File: src/rtl/prime_pkg.sv
// Shared types and constants for the prime-test scheduler and its test engine.
package prime_pkg;

  // Scheduler FSM states.
  typedef enum logic [1:0] {
    S_IDLE = 2'd0,
    S_TEST = 2'd1,
    S_DONE = 2'd2
  } state_e;

  // 6k+-1 trial division: first divisor pair is (5, 7), then step by 6.
  localparam int unsigned FIRST_DIV = 5;
  localparam int unsigned DIV_STEP  = 6;

  // Increment modulo n, used for the round-robin pointer.
  function automatic int wrap_inc(input int v, input int n);
    return (v + 1 >= n) ? 0 : v + 1;
  endfunction

endpackage

File: src/rtl/prime_test_unit.sv
// Iterative primality engine: one screen cycle, then one 6k+-1 divisor pair per cycle.
// Pulses done for one cycle with the verdict on is_prime; abort drops the test silently.
module prime_test_unit
  import prime_pkg::*;
#(
  parameter int WIDTH = 16
) (
  input  logic             clk,
  input  logic             reset_n,
  input  logic             start,
  input  logic [WIDTH-1:0] num,
  input  logic             abort,
  output logic             done,
  output logic             is_prime
);

  logic             r_active;
  logic             r_screen;
  logic [WIDTH-1:0] r_n;
  logic [WIDTH-1:0] r_d;

  logic             w_screen_hit;
  logic             w_screen_prime;
  logic             w_loop_hit;
  logic             w_loop_prime;
  logic [2*WIDTH-1:0] w_dd;
  logic [WIDTH:0]     w_d2;
  logic [WIDTH:0]     w_n_ext;

  // Widened divisor arithmetic: d*d in 2*WIDTH bits and d+2 in WIDTH+1 bits never wrap.
  assign w_dd    = {{WIDTH{1'b0}}, r_d} * {{WIDTH{1'b0}}, r_d};
  assign w_d2    = {1'b0, r_d} + (WIDTH + 1)'(2);
  assign w_n_ext = {1'b0, r_n};

  // Screen step: small values and multiples of 2 or 3 are decided in the first cycle.
  always_comb begin
    // NOTE: every combinational output gets a default first so no path leaves it unassigned (no latch).
    w_screen_hit   = 1'b1;
    w_screen_prime = 1'b0;
    if (r_n <= WIDTH'(1)) begin
      w_screen_prime = 1'b0;
    end else if (r_n == WIDTH'(2) || r_n == WIDTH'(3)) begin
      w_screen_prime = 1'b1;
    end else if (!r_n[0] || (r_n % WIDTH'(3)) == '0) begin
      w_screen_prime = 1'b0;
    end else begin
      w_screen_hit = 1'b0;
    end
  end

  // Loop step: stop as prime once d*d exceeds n, or as composite on a divisor hit.
  always_comb begin
    w_loop_hit   = 1'b0;
    w_loop_prime = 1'b0;
    if (w_dd > {{WIDTH{1'b0}}, r_n}) begin
      w_loop_hit   = 1'b1;
      w_loop_prime = 1'b1;
    end else if ((r_n % r_d) == '0 || (w_n_ext % w_d2) == '0) begin
      w_loop_hit   = 1'b1;
      w_loop_prime = 1'b0;
    end
  end

  assign done     = r_active && (r_screen ? w_screen_hit : w_loop_hit);
  assign is_prime = r_screen ? w_screen_prime : w_loop_prime;

  // Engine state: load on start, advance the divisor each undecided cycle, clear on finish/abort.
  always_ff @(posedge clk) begin
    // NOTE: sequential state uses non-blocking assignments so every register samples pre-edge values.
    if (!reset_n) begin
      r_active <= 1'b0;
      r_screen <= 1'b0;
      r_n      <= '0;
      r_d      <= WIDTH'(FIRST_DIV);
    end else if (abort) begin
      r_active <= 1'b0;
    end else if (start) begin
      r_active <= 1'b1;
      r_screen <= 1'b1;
      r_n      <= num;
    end else if (r_active) begin
      if (done) begin
        r_active <= 1'b0;
      end else begin
        r_screen <= 1'b0;
        r_d      <= r_screen ? WIDTH'(FIRST_DIV) : r_d + WIDTH'(DIV_STEP);
      end
    end
  end

endmodule

File: src/rtl/prime_test_scheduler.sv
// Round-robin front end sharing one prime_test_unit between NUM_REQ requesters.
// One test in flight; the result returns as a one-cycle pulse to the owning requester.
module prime_test_scheduler
  import prime_pkg::*;
#(
  parameter int NUM_REQ = 4,
  parameter int WIDTH   = 16
) (
  input  logic                     clk,
  input  logic                     reset_n,
  input  logic [NUM_REQ-1:0]       req_valid,
  input  logic [NUM_REQ*WIDTH-1:0] req_num,
  output logic [NUM_REQ-1:0]       req_ready,
  input  logic                     flush,
  output logic [NUM_REQ-1:0]       rsp_valid,
  output logic [WIDTH-1:0]         rsp_num,
  output logic                     rsp_is_prime,
  output logic                     busy
);

  localparam int PTR_W = (NUM_REQ > 1) ? $clog2(NUM_REQ) : 1;

  state_e             r_state;
  state_e             w_state_nxt;
  logic [PTR_W-1:0]   r_rr_ptr;
  logic [PTR_W-1:0]   r_id;
  logic [WIDTH-1:0]   r_num;
  logic [NUM_REQ-1:0] r_rsp_valid;
  logic [WIDTH-1:0]   r_rsp_num;
  logic               r_rsp_is_prime;

  logic [PTR_W:0]     w_pick;
  logic               w_grant_found;
  logic [PTR_W-1:0]   w_grant_id;
  logic               w_accept;
  logic [WIDTH-1:0]   w_cand;
  logic               w_abort;
  logic               w_unit_done;
  logic               w_unit_prime;

  // First valid requester scanning ptr, ptr+1, ... mod NUM_REQ; returns {found, index}.
  function automatic logic [PTR_W:0] rr_pick(input logic [NUM_REQ-1:0] valid,
                                             input logic [PTR_W-1:0]   ptr);
    logic [PTR_W:0]   pick;
    logic [PTR_W-1:0] idx;
    pick = '0;
    for (int k = NUM_REQ - 1; k >= 0; k--) begin
      idx = PTR_W'((int'(ptr) + k) % NUM_REQ);
      if (valid[idx]) pick = {1'b1, idx};
    end
    return pick;
  endfunction

  assign w_pick        = rr_pick(req_valid, r_rr_ptr);
  assign w_grant_found = w_pick[PTR_W];
  assign w_grant_id    = w_pick[PTR_W-1:0];
  assign w_accept      = reset_n && (r_state == S_IDLE) && w_grant_found;
  assign w_cand        = req_num[int'(w_grant_id)*WIDTH +: WIDTH];
  assign w_abort       = flush && (r_state != S_IDLE);

  assign req_ready     = w_accept ? (NUM_REQ'(1) << w_grant_id) : '0;
  assign busy          = (r_state != S_IDLE);
  assign rsp_valid     = r_rsp_valid;
  assign rsp_num       = r_rsp_num;
  assign rsp_is_prime  = r_rsp_is_prime;

  prime_test_unit #(
    .WIDTH(WIDTH)
  ) u_unit (
    .clk     (clk),
    .reset_n (reset_n),
    .start   (w_accept),
    .num     (w_cand),
    .abort   (w_abort),
    .done    (w_unit_done),
    .is_prime(w_unit_prime)
  );

  // Next state: accept in IDLE, wait for the engine (or a flush) in TEST, one cycle in DONE.
  always_comb begin
    w_state_nxt = r_state;
    case (r_state)
      S_IDLE: if (w_accept) w_state_nxt = S_TEST;
      S_TEST: begin
        if (flush)            w_state_nxt = S_IDLE;
        else if (w_unit_done) w_state_nxt = S_DONE;
      end
      S_DONE:  w_state_nxt = S_IDLE;
      default: w_state_nxt = S_IDLE;
    endcase
  end

  // State register.
  always_ff @(posedge clk) begin
    if (!reset_n) r_state <= S_IDLE;
    else          r_state <= w_state_nxt;
  end

  // Accept bookkeeping: candidate, owner id and round-robin pointer advance.
  always_ff @(posedge clk) begin
    if (!reset_n) begin
      r_rr_ptr <= '0;
      r_id     <= '0;
      r_num    <= '0;
    end else if (w_accept) begin
      r_rr_ptr <= PTR_W'(wrap_inc(int'(w_grant_id), NUM_REQ));
      r_id     <= w_grant_id;
      r_num    <= w_cand;
    end
  end

  // Response registers: pulse rsp_valid for the DONE cycle, hold number/verdict until the next result.
  always_ff @(posedge clk) begin
    if (!reset_n) begin
      r_rsp_valid    <= '0;
      r_rsp_num      <= '0;
      r_rsp_is_prime <= 1'b0;
    end else begin
      r_rsp_valid <= '0;
      if (r_state == S_TEST && !flush && w_unit_done) begin
        r_rsp_valid    <= NUM_REQ'(1) << r_id;
        r_rsp_num      <= r_num;
        r_rsp_is_prime <= w_unit_prime;
      end
    end
  end

endmodule

File: config.mk
export PLATFORM = sky130hd
export DESIGN_NAME = prime_test_scheduler
export DESIGN_NICKNAME = d
export VERILOG_FILES = /design/src/rtl/prime_pkg.sv /design/src/rtl/prime_test_unit.sv /design/src/rtl/prime_test_scheduler.sv
export SDC_FILE = /design/constraint.sdc
export NUM_CORES = 1
export LEC_CHECK = 0
export CAP_MARGIN = 10
export CORE_MARGIN = 1.5
export CORE_UTILIZATION = 50
export DETAILED_ROUTE_END_ITERATION = 10
export GPL_TIMING_DRIVEN = 0
export PLACE_DENSITY = 0.66
export SLEW_MARGIN = 20
export SYNTH_ARGS = -nofsm -noshare
export SYNTH_HDL_FRONTEND = slang
export SYNTH_SLANG_ARGS = --single-unit
File: constraint.sdc
create_clock -name clk -period 45.7 [get_ports clk]
set_input_delay 4.57 -clock clk [delete_from_list [all_inputs] [get_ports clk]]
set_output_delay 4.57 -clock clk [all_outputs]
set_load 0.005 [all_outputs]
# == Word level (Yosys, flattened, before mapping) ==
# Cells that the tools add are included.
# classes
addsub,6
multipliers,1
n_div,3
order_cmp,7
n_eq_ne,6
shifts,3
mux,35
bitwise,4
n_reduce_logical,23
# ops
op,count
variable part select 64 x 7 -> 16 bit,1
"equality test 16 x 2 -> 1 bit, second input constant",2
greater-than comparator 32 x 16 -> 1 bit,1
zero test 16 bit,2
multiplier 16 x 16 -> 32 bit,1
2-to-1 mux 1 bit,20
"adder 16 x 2 -> 17 bit, second input constant",1
zero test 17 bit,1
remainder unit 16 x 17 -> 17 bit,1
"adder 16 x 3 -> 16 bit, second input constant",1
"less-or-equal comparator 16 x 1 -> 1 bit, second input constant",1
remainder unit 16 x 16 -> 16 bit,1
"remainder unit 16 x 2 -> 16 bit, second input constant",1
2-to-1 mux 16 bit,1
"less-than comparator 2 x 3 -> 1 bit, second input constant",4
2-to-1 mux 3 bit,4
binary-select mux 1 bit (select 2 bit),4
2-to-1 mux 2 bit,4
"<< shifter 1 x 2 -> 4 bit, first input constant",2
logical AND 1 bit,6
AND reduction 2 bit,3
"adder 2 bit, second input constant",2
2-to-1 mux 4 bit,1
"inequality test 2 bit, second input constant",2
14 further kinds,21
# totals
ff_bits,77
input_bits,71
word_cells,99

# == Depth between registers and ports, before layout ==
# depth
ltp_word,11
depth_mapped,160

# == Cells and area by module ==
# From an unflattened synthesis, not the netlist that was laid out.
# unflattened
cells_unflattened,3978
hier_area_um2,29381.9
# by_module_without_submodules
mod,instances,cells_each,area_per_inst_um2,seq_area_each_um2
prime_test_unit,1,3743,27196.1,680.7
prime_test_scheduler,1,235,2185.8,860.8

# == Least setup slack after synthesis ==
# No wires, ideal clock.
# synth_timing
path_kind,register to register
from,reg u_unit.r_d[1]
to,reg r_rsp_is_prime (netlist: rsp_is_prime)
arrival_ns,32.413
t_required_ns,45.628
setup_slack_ns,13.215
path_stages_with_launch,149
path_cell_list,dfxtp_1 > ha_1 > inv_1 > nor4_1 > xnor2_1 > nand4_1 > nor2_2 > nand2_1 > nor2_1 > ha_1 > or3_1 > and4_1 > o211a_1 > ha_1 > o21a_1 > nor2_1 > mux2i_1 > nand4_1 > [113 not listed] > o21ai_0 > ha_1 > nor2b_1 > o21a_1 > o21ai_0 > a21oi_1 > nor3_1 > o21ai_0 > a21oi_1 > o21ai_0 > or4_1 > or4_1 > or3_1 > o211ai_2 > nand3_2 > a21oi_4 > buf_12 > mux2i_1
# synth_via
elab_chain_cells,9
word_cells_on_any_way,15
classes_between,add/sub: 1; mul: 1; div: 2; order compare: 1; mux: 5; reduce/logical: 5
# synth_rtl
element,line_no,text
"start, declared",prime_test_unit.sv:20,logic [WIDTH-1:0] r_d;
"start signal, assigned",prime_test_unit.sv:74,r_d <= WIDTH'(FIRST_DIV);
"start signal, assigned",prime_test_unit.sv:86,r_d <= r_screen ? WIDTH'(FIRST_DIV) : r_d + WIDTH'(DIV_STEP);
adder 16 x 2 -> 17 bit,prime_test_unit.sv:32,"assign w_d2 = {1'b0, r_d} + (WIDTH + 1)'(2);"
remainder unit 16 x 17 -> 17 bit,prime_test_unit.sv:58,end else if ((r_n % r_d) == '0 || (w_n_ext % w_d2) == '0) begin
zero test 17 bit,prime_test_unit.sv:58,
logical OR 1 bit,prime_test_unit.sv:58,
2-to-1 mux 1 bit,prime_test_unit.sv:58,
2-to-1 mux 1 bit,prime_test_unit.sv:55,"if (w_dd > {{WIDTH{1'b0}}, r_n}) begin"
2-to-1 mux 1 bit,prime_test_unit.sv:64,assign done = r_active && (r_screen ? w_screen_hit : w_loop_hit);
logical AND 1 bit,prime_test_unit.sv:64,
logical AND 1 bit,prime_test_scheduler.sv:120,if (r_state == S_TEST && !flush && w_unit_done) begin
"end signal, assigned",prime_test_scheduler.sv:123,r_rsp_is_prime <= w_unit_prime;
"end, declared",prime_test_scheduler.sv:30,logic r_rsp_is_prime;
# Parallel ways exist; a longest one is shown, timed or not.
# A chain may end at the register's enable or synchronous reset.

# == Worst setup path in the final report ==
# Ends and elaborated chain as after synthesis.

==> flow_summary.ini <==
[status]
status = finished, final reports clean

[final_layout]
final_common_cell = nand2_1
n_antenna_cell = 0
fin_nets = 4724
syn2layout_area_growth_pct = 8.060
final_cell_mix = 449 x nand2_1, 413 x ha_1, 347 x nor2_1, 337 x inv_1, 323 x a21oi_1
drive_gt1_frac = 0.04416

[worst_setup_path]
r2r_slack_ns = 3.98
critPathSlowestCell = a21oi_1
timing.rr.end = rsp_is_prime$_SDFFE_PN0P_
max_stage_delay_ns = 0.78
crit_path_max_fanout = 23
end_kind = register
worstSetupStartpointType = register
ff2ff_path_depth = 143
worst-setup-path-type = register to register
worstReg2RegStart = u_unit.r_d[1]$_SDFFE_PN0P_
critPathBufInv = 14
cp.arrival_ns = 42.01
crit_start = u_unit.r_d[1]$_SDFFE_PN0P_
cp.required_ns = 45.99
crit_path_frequent_cell = ha_1
critPathTopFamily = compound AO/OA/AOI/OAI gates

[timing]
rsz0062_at_grt = false
hold_violations = 0
fin_skew_ns = 0.01643
slew_violations = 0
fin_tns_setup_ns = 0
finalSetupViolCount = 0
max_slew_margin = 0.2362
layout_min_cycle_time_ns = 41.72
worst_slew_pin_slew_ns = 1.135
fmax_mhz = 23.97
layout_worst_path_cycle_share = 0.9130

[route]
via_per_inst = 6.297
vias = 30430
postRouteAntennaNets = 0
dr.pass1.iters = 7
wire_per_inst_um = 20.49
dr.first_iter.drc_count = 2725
totalWireLength_um = 99020
post-route-drc-count = 0

[cts]
cts_buffers = 9
tritoncts = done
clkTransAtPathRegs_ns = 0.07
ctsHoldBuffers = 0
ctsResizeCount = 0
clock_latency_ns = 0.37
cts_buffer_depth = 2
postCtsSetupBuffers = 0
clockRootBuffer = clkbuf_16
clkSinkCount = 77
htreeDepth = 3

[floorplan]
core_sq_um = 56710
dieArea_sq_um = 59070
rows = 87
io_pins = 97
die_x_um = 243.1
die_h_um = 243.1
start_util = 0.5080

[yosys]
post-synth-top-area-cell = ha_1
synth_edf_count = 0
syn_area_sq_um = 28810
yosysWarnings = 0
synthArstFlopShare = 0
syn_nets = 4615
yosysUniqueCellTypes = 111
synth_area_leaders = ha_1 18%, fa_1 12%, nand2_1 5.8%
yosysSeqAreaShare = 0.05350
avgSynthCellArea_sq_um = 7.272
netlist.area_leader.share = 0.1793
synthCells = 3962
ys_ff_latch = 77
synth_ff_type = dfxtp_1

[placement]
dp_hpwl_um = 79180
gp_congestion = 0.9466
portBuffers = 95

[hold_path]
hp-class = register to register
min_path_cells = 2
worstHoldStart = r_num[4]$_SDFFE_PN0P_
hold_path_end = r_num[4]$_SDFFE_PN0P_

[global_routing]
grt_pass1_wl_um = 155400
grt_overflow = 0
grtUsageTotal = 0.3252
first_global_vias = 28480
grt_max_degree = 40
antenna_found_initial = 0

[job]
maxCapViolations = 0
==> through the flow <==
stage | setup slack [ns] | utilization | cells | hold WS (ns) | cell area, sq um
floorplan | 13.22 | - | 3962 | 0.4366 | 28810
global placement | 4.275 | 0.5415 | 4813 | 0.4425 | 30710
detailed placement | 5.060 | 0.5431 | 4816 | 0.4468 | 30800
CTS | 4.870 | 0.5487 | 4832 | 0.4569 | 31120
global route | 0.9785 | 0.5490 | 4832 | 0.4688 | 31130
finish | 3.978 | 0.5490 | 4832 | 0.4558 | 31130
==> routing by layer <==
layer  routed length [um]  up-vias  GRT usage
li1                     -    14510          -
met1                44170    14430     0.4458
met2                44340     1260     0.5321
met3                 7092      230    0.03383
met4                 3423        0     0.1071
met5                    0        -          0
==> worst max path at each step <==
stage / slack (ns) / depth (start not counted) / end
2_1_floorplan: 13.22 / 148 / rsp_is_prime$_SDFFE_PN0P_
3_3_place_gp: 4.27 / 141 / rsp_num[15]$_SDFFE_PN0P_
3_5_place_dp: 5.06 / 142 / rsp_num[15]$_SDFFE_PN0P_
4_1_cts: 4.87 / 142 / rsp_num[15]$_SDFFE_PN0P_
5_1_grt: 0.98 / 144 / rsp_is_prime$_SDFFE_PN0P_
6_report: 3.98 / 143 / rsp_is_prime$_SDFFE_PN0P_
==> tightest hold or removal path, stage by stage (launching register included) <==
cell and delay, ns:
dfxtp_1 0.31, nand2_1 0.05, a21oi_1 0.05
==> registers in the layout (all words and copies together) (netlist names) <==
name and count:
r_state 2, rsp_num 16, u_unit.r_d 16, rsp_is_prime 1
u_unit.r_active 1, rsp_valid 4, u_unit.r_n 16, r_id 2
r_num 16, u_unit.r_screen 1, r_rr_ptr 2
==> layout make-up <==
class / instances / area (sq um)
fill: 5668 / 25580
multi-input combinational: 3374 / 25300
sequential: 77 / 1543
inverter: 344 / 1292
timing repair buffer: 98 / 1026
tap: 756 / 945.9
buffer: 167 / 715.7
clock buffer: 9 / 225.2
clock inverter: 7 / 88.84
==> Yosys cell counts (9+ instances only) <==
cell type  number
nor4_1         31
a311oi_1       10
clkbuf_1      140
inv_1         338
or3_1          31
a211oi_1       32
o211a_1        16
o21a_1         87
mux2i_1        50
a211o_1        10
a221oi_1       11
o31ai_1        27
fa_1          169
o211ai_1       54
nor2b_1        25
a21oi_1       323
o22ai_1        20
nor3b_1        11
nor3_1        114
and2_1         29
nand4_1        57
and3_1         28
nor2_1        347
mux2_2         22
nand3_1       132
a31o_2          9
o21bai_1       16
nand2b_1       23
dfxtp_1        77
a2111oi_0      15
xnor2_1       123
or4_1          12
a22oi_1        10
or2_2          41
a21o_1         96
buf_2          15
o2111ai_1      13
a21boi_0       20
xor2_1         85
nand2_1       449
and4_1         18
a31oi_1        41
ha_1          413
o21ai_0       178
==> kinds of logic after synthesis <==
logic type | after synthesis | share of synthesized area
simple gates | 1396 | 0.2304
compound gates | 1116 | 0.2610
fa+ha+maj | 582 | 0.2968
buf+inv | 511 | 0.06913
xor+xnor | 208 | 0.06323
flops | 77 | 0.05350
mux | 72 | 0.02597
Power is left out: the tool's default activity adds up to more than one toggle a clock period on the data nets, which glitch-free logic cannot reach.
